==> src/rtl/imem_loader.sv <==
// Boot loader: assembles a LEN/DATA/CHK byte stream into 32-bit words for instruction memory.
// Latency: each word is written one cycle after its 4th byte is accepted; done/error follow CHK by one cycle.
// Backpressure: s_ready is high in every loading state, and byte acceptance never stalls for a write.
module imem_loader #(
    parameter int ADDR_WIDTH = 10
) (
    input  logic                  clk,
    input  logic                  reset,
    input  logic                  start,
    input  logic                  s_valid,
    input  logic [7:0]            s_data,
    output logic                  s_ready,
    output logic                  imem_we,
    output logic [ADDR_WIDTH-1:0] imem_addr,
    output logic [31:0]           imem_wdata,
    output logic                  core_reset_n,
    output logic                  busy,
    output logic                  done,
    output logic                  error,
    output logic [ADDR_WIDTH:0]   words_loaded
);

    typedef enum logic [2:0] {
        S_IDLE, S_LEN0, S_LEN1, S_DATA, S_CHECK, S_DONE, S_ERR
    } state_t;

    // Largest legal word count; N equal to this is still accepted.
    localparam logic [16:0]           CAPACITY = 17'(1) << ADDR_WIDTH;
    localparam logic [ADDR_WIDTH:0]   ONE      = 1;

    state_t                state;
    logic [7:0]            xor_acc;
    logic [7:0]            len_lo;
    logic [ADDR_WIDTH:0]   n_words;
    logic [ADDR_WIDTH:0]   word_cnt;
    logic [1:0]            byte_cnt;
    logic [23:0]           word_buf;

    logic                  accept;
    logic [16:0]           len17;
    logic [ADDR_WIDTH:0]   word_next;

    // busy is a registered decode of LEN0..CHECK, which is exactly when bytes are taken.
    assign s_ready   = busy;
    assign accept    = s_valid && s_ready;
    assign len17     = {1'b0, s_data, len_lo};
    assign word_next = word_cnt + ONE;

    // Loader FSM; all outputs are registered alongside the state transition.
    always_ff @(posedge clk or posedge reset) begin
        if (reset) begin
            state        <= S_IDLE;
            xor_acc      <= 8'h00;
            len_lo       <= 8'h00;
            n_words      <= '0;
            word_cnt     <= '0;
            byte_cnt     <= 2'd0;
            word_buf     <= 24'h0;
            imem_we      <= 1'b0;
            imem_addr    <= '0;
            imem_wdata   <= 32'h0;
            core_reset_n <= 1'b0;
            busy         <= 1'b0;
            done         <= 1'b0;
            error        <= 1'b0;
            words_loaded <= '0;
        end else begin
            imem_we <= 1'b0;
            case (state)
                S_IDLE, S_DONE, S_ERR: begin
                    if (start) begin
                        state        <= S_LEN0;
                        xor_acc      <= 8'h00;
                        word_cnt     <= '0;
                        byte_cnt     <= 2'd0;
                        words_loaded <= '0;
                        busy         <= 1'b1;
                        done         <= 1'b0;
                        error        <= 1'b0;
                        core_reset_n <= 1'b0;
                    end
                end
                S_LEN0: begin
                    if (accept) begin
                        len_lo  <= s_data;
                        xor_acc <= xor_acc ^ s_data;
                        state   <= S_LEN1;
                    end
                end
                S_LEN1: begin
                    if (accept) begin
                        xor_acc <= xor_acc ^ s_data;
                        n_words <= len17[ADDR_WIDTH:0];
                        if (len17 == 17'd0) begin
                            state <= S_CHECK;
                        end else if (len17 > CAPACITY) begin
                            state <= S_ERR;
                            busy  <= 1'b0;
                            error <= 1'b1;
                        end else begin
                            state <= S_DATA;
                        end
                    end
                end
                S_DATA: begin
                    if (accept) begin
                        xor_acc  <= xor_acc ^ s_data;
                        byte_cnt <= byte_cnt + 2'd1;
                        case (byte_cnt)
                            2'd0: word_buf[7:0]   <= s_data;
                            2'd1: word_buf[15:8]  <= s_data;
                            2'd2: word_buf[23:16] <= s_data;
                            default: begin
                                // Word complete: issue the write and count it in the same cycle.
                                imem_we      <= 1'b1;
                                imem_addr    <= word_cnt[ADDR_WIDTH-1:0];
                                imem_wdata   <= {s_data, word_buf};
                                word_cnt     <= word_next;
                                words_loaded <= word_next;
                                if (word_next == n_words) begin
                                    state <= S_CHECK;
                                end
                            end
                        endcase
                    end
                end
                S_CHECK: begin
                    if (accept) begin
                        busy <= 1'b0;
                        if (s_data == xor_acc) begin
                            state        <= S_DONE;
                            done         <= 1'b1;
                            core_reset_n <= 1'b1;
                        end else begin
                            state <= S_ERR;
                            error <= 1'b1;
                        end
                    end
                end
                default: state <= S_IDLE;
            endcase
        end
    end

endmodule

==> config.mk <==
export PLATFORM = sky130hd
export DESIGN_NAME = imem_loader
export DESIGN_NICKNAME = d
export VERILOG_FILES = /design/src/rtl/imem_loader.sv
export SDC_FILE = /design/constraint.sdc
export NUM_CORES = 1
export LEC_CHECK = 0
export ABC_AREA = 1
export CAP_MARGIN = 20
export CORE_AREA = 2 2 116 118
export DETAILED_ROUTE_END_ITERATION = 7
export DIE_AREA = 0 0 118 120
export PLACE_DENSITY_LB_ADDON = 0.1
export SYNTH_ARGS = -nofsm -noshare
export SYNTH_HDL_FRONTEND = slang
export SYNTH_SLANG_ARGS = --single-unit
==> constraint.sdc <==
create_clock -name clk -period 4.3 [get_ports clk]
set_input_delay 0.645 -clock clk [delete_from_list [all_inputs] [get_ports clk]]
set_output_delay 0.645 -clock clk [all_outputs]
set_load 0.02 [all_outputs]
==> reports/results.ini <==
[placement]
post-place-ws_ns=1.13
place_area_um2=5910
dp_hpwl_mm=8.42
port_buffers=70
place_congestion=0.849
placedCellCount=822

[setup_path]
critical_path.cell_chain=clkdlybuf4s50_1, nand2_1, nor2_4, nand2_2, buf_4, nor2_1, o21bai_1
slowest_delay_ns=0.46
end_kind=register
rr_startpoint=state[0]
path_buf_inv=2
cp_max_fo=41
r2r_cells=8
r2r-end=word_cnt[0]
cp-start-kind=primary input
slowest_stage=clkdlybuf4s50_1
worstSetupPathType=primary input to register
critPathTopFamily=simple AND/OR/NAND/NOR gates
cp.required_ns=4.63
r2r_slack_ns=2.08
arrival_ns=2.65

[power_and_ir_drop]
p_sw_share_pct=32.8
power.internal_uw=2470
p_clk_share_pct=36.4
combPwrFrac_pct=24.7
p_leak_uw=0.00308
p_per_area_nw_per_um2=566
p_sw_uw=1210
pwr-share-seq_pct=38.9
ir_drop_mv=0.263

[drt]
wl_met3_um=543
dr_wl_met2_mm=5.49
wl_met1_mm=5.97
ant_nets=0
dr.pass1.iters=5
highest-signal-layer=met4
wire_per_inst_um=14.3
drtIter0Drc=257
via_per_inst=4.85
vias=4146
routed_wl_mm=12.2
drcViolationCount=0

[synth]
synth.top_cell.area_share_pct=55.9
yosysWarnings=0
synthCells=593
synthMuxAreaShare_pct=0
synth_top_family_by_area=simple AND/OR/NAND/NOR gates
synth_edf_count=0
synth_area_leaders=dfrtp_1 56%, nand2_1 16%, o21ai_0 6.4%
synthSimpleGateAreaFrac_pct=24.5
synth-xor-area-share_pct=1.73
yosys-top-cells-count=218 x nand2_1, 113 x dfrtp_1, 65 x o21ai_0
yosysSeqAreaShare_pct=55.9
synth_compound_area_share_pct=10.8
synth_area_leader_cell=dfrtp_1
ys_ff_latch=113
synth.avg_cell_area_um2=8.54
async_flop_share_pct=100
synth_nets=610
syn_area_um2=5060
yosys.cell_types.count=35
synth_flop_cell=dfrtp_1
synthAdderAreaFrac_pct=1.24
synthMostInstantiatedCell=nand2_1

[sta]
timing.final.ws_setup_ns=1.98
fin_tns_setup_ns=0
period_share_pct=53.9
worstMarginPinSlew_ns=0.919
final_max_slew_viol_count=0
finClkSkew_ns=0.00540
period_needed_ns=2.32
rsz0062_at_grt=false
setup-violations-final=0
relSlewSlack_pct=38.5
final-hold-violation-count=0
fmax_ghz=0.431

[cells_and_area]
drive_gt1_share_pct=7.66
diodes=0
nNetsFinal=683
fin_cells=855
areaGrowthSynthToFinish_pct=28.5
fillers=1243
utilization_pct=50.1
final_cell_area_um2=6510

[grt]
grt_max_degree=69
grt_pass1_vias=4051
grt_antenna_before_repair=0
grt_usage_pct=18.4
overflow=0
grt_first_pass_wirelength_mm=20.3

[die]
pin_count=71
die_y_um=120
dieArea_um2=14200
row_count=42
die_x_um=118
core_um2=13000
start_util_pct=39.0

[clock_network]
cts_setup_buffers=0
clock-sinks=113
cts_resized=0
cts-root-buf=clkbuf_16
path_clk_slew_ns=0.05
cts_buffer_depth=2
clock_latency_ns=0.42
cts_buffers=17
cts_tree=yes
cts_htree_levels=4
cts_hold_buf=0

[hold_path]
worstHoldStart=word_buf[2]
whs_endpoint=imem_wdata[2]
hold_path_class=register to register
min_path_cells=2

[job]
drv_cap=0

[status]
run_status=complete, no violations

kinds of logic after synthesis:
| logic type | after synthesis |
|---|---|
| AO/OA/AOI/OAI | 94 |
| AND/OR/NAND/NOR | 298 |
| flip-flops | 113 |
| XOR/XNOR | 10 |
| adder cells (fa/ha/maj) | 5 |
| buffers and inverters | 73 |
power by group through the flow:
stage               clock network (µW)  logic, µW  registers [µW]
floorplan                            0        685            1430
global placement                     0        911            1440
detailed placement                   0        920            1440
CTS                               1370        924            1430
global route                      1410       1060            1460
finish                            1340        910            1430
metrics by stage:
stage,hold WS [ns],total power [µW]
6_report,0.468,3680
5_1_grt,0.493,3930
4_1_cts,0.469,3720
3_5_place_dp,0.457,2360
3_3_place_gp,0.449,2350
2_1_floorplan,0.442,2120
worst max path at each step:
stage                       start  cells past startpoint          end
final                     s_valid                      7  word_cnt[0]
after global routing      s_valid                      6  word_cnt[5]
after CTS                 s_valid                      7  word_cnt[5]
after detailed placement  s_valid                      7  word_cnt[7]
after global placement    s_valid                      7  word_cnt[5]
after floorplan             reset                      1         busy
routing by layer:
layer	vias to the layer above	global-route usage, %
met5	-	0
li1	2055	-
met1	1973	25.1
met3	18	5.13
met4	0	7.00
met2	100	28.2
worst reg2reg max path, cell delays in order (launching register included):
cell and delay (ns):
dfrtp_1 0.44, nand2_1 0.16, nor2_4 0.18, inv_2 0.08
nor2_4 0.17, nand2_2 0.34, buf_4 0.40, nor2_1 0.23
o21bai_1 0.14
cell usage in the layout, fill, tap and decap left out, types with 2 or more instances in the layout:
master / synthesis / layout
dfrtp_1: 113 / 113
o21ai_0: 65 / 65
nor3_1: 4 / 4
o31ai_1: 8 / 8
clkbuf_16: 0 / 17
o21bai_1: 2 / 2
ha_1: 5 / 5
clkinvlp_4: 0 / 3
clkdlybuf4s50_1: 0 / 70
nor2_2: 4 / 4
o21ai_1: 2 / 2
clkbuf_1: 7 / 2
o21ai_2: 3 / 3
clkinv_2: 0 / 4
clkbuf_8: 0 / 4
inv_2: 2 / 2
inv_1: 51 / 50
nor2_4: 2 / 2
buf_4: 3 / 3
o22ai_1: 5 / 5
xnor2_1: 9 / 9
nor2_1: 22 / 22
nand2_1: 218 / 218
nand3b_1: 2 / 2
nand3_1: 34 / 34
nand4_1: 7 / 7
a21oi_1: 3 / 3
state kept, by name (all words and copies together) (netlist names):
signal	cells
done	1
len_lo	8
error	1
word_cnt	11
imem_we	1
xor_acc	8
imem_wdata	32
n_words	11
state	3
imem_addr	10
byte_cnt	2
busy	1
word_buf	24
final cells by class:
type | count | area [µm²] | share of cell area [%]
inverter | 53 | 201 | 3.10
tap | 176 | 220 | 3.38
clock inverter | 9 | 81.3 | 1.25
multi-input combinational | 407 | 1940 | 29.8
timing repair buffer | 74 | 751 | 11.5
clock buffer | 23 | 488 | 7.50
sequential | 113 | 2830 | 43.5
(Power assumes the default switching activity.)
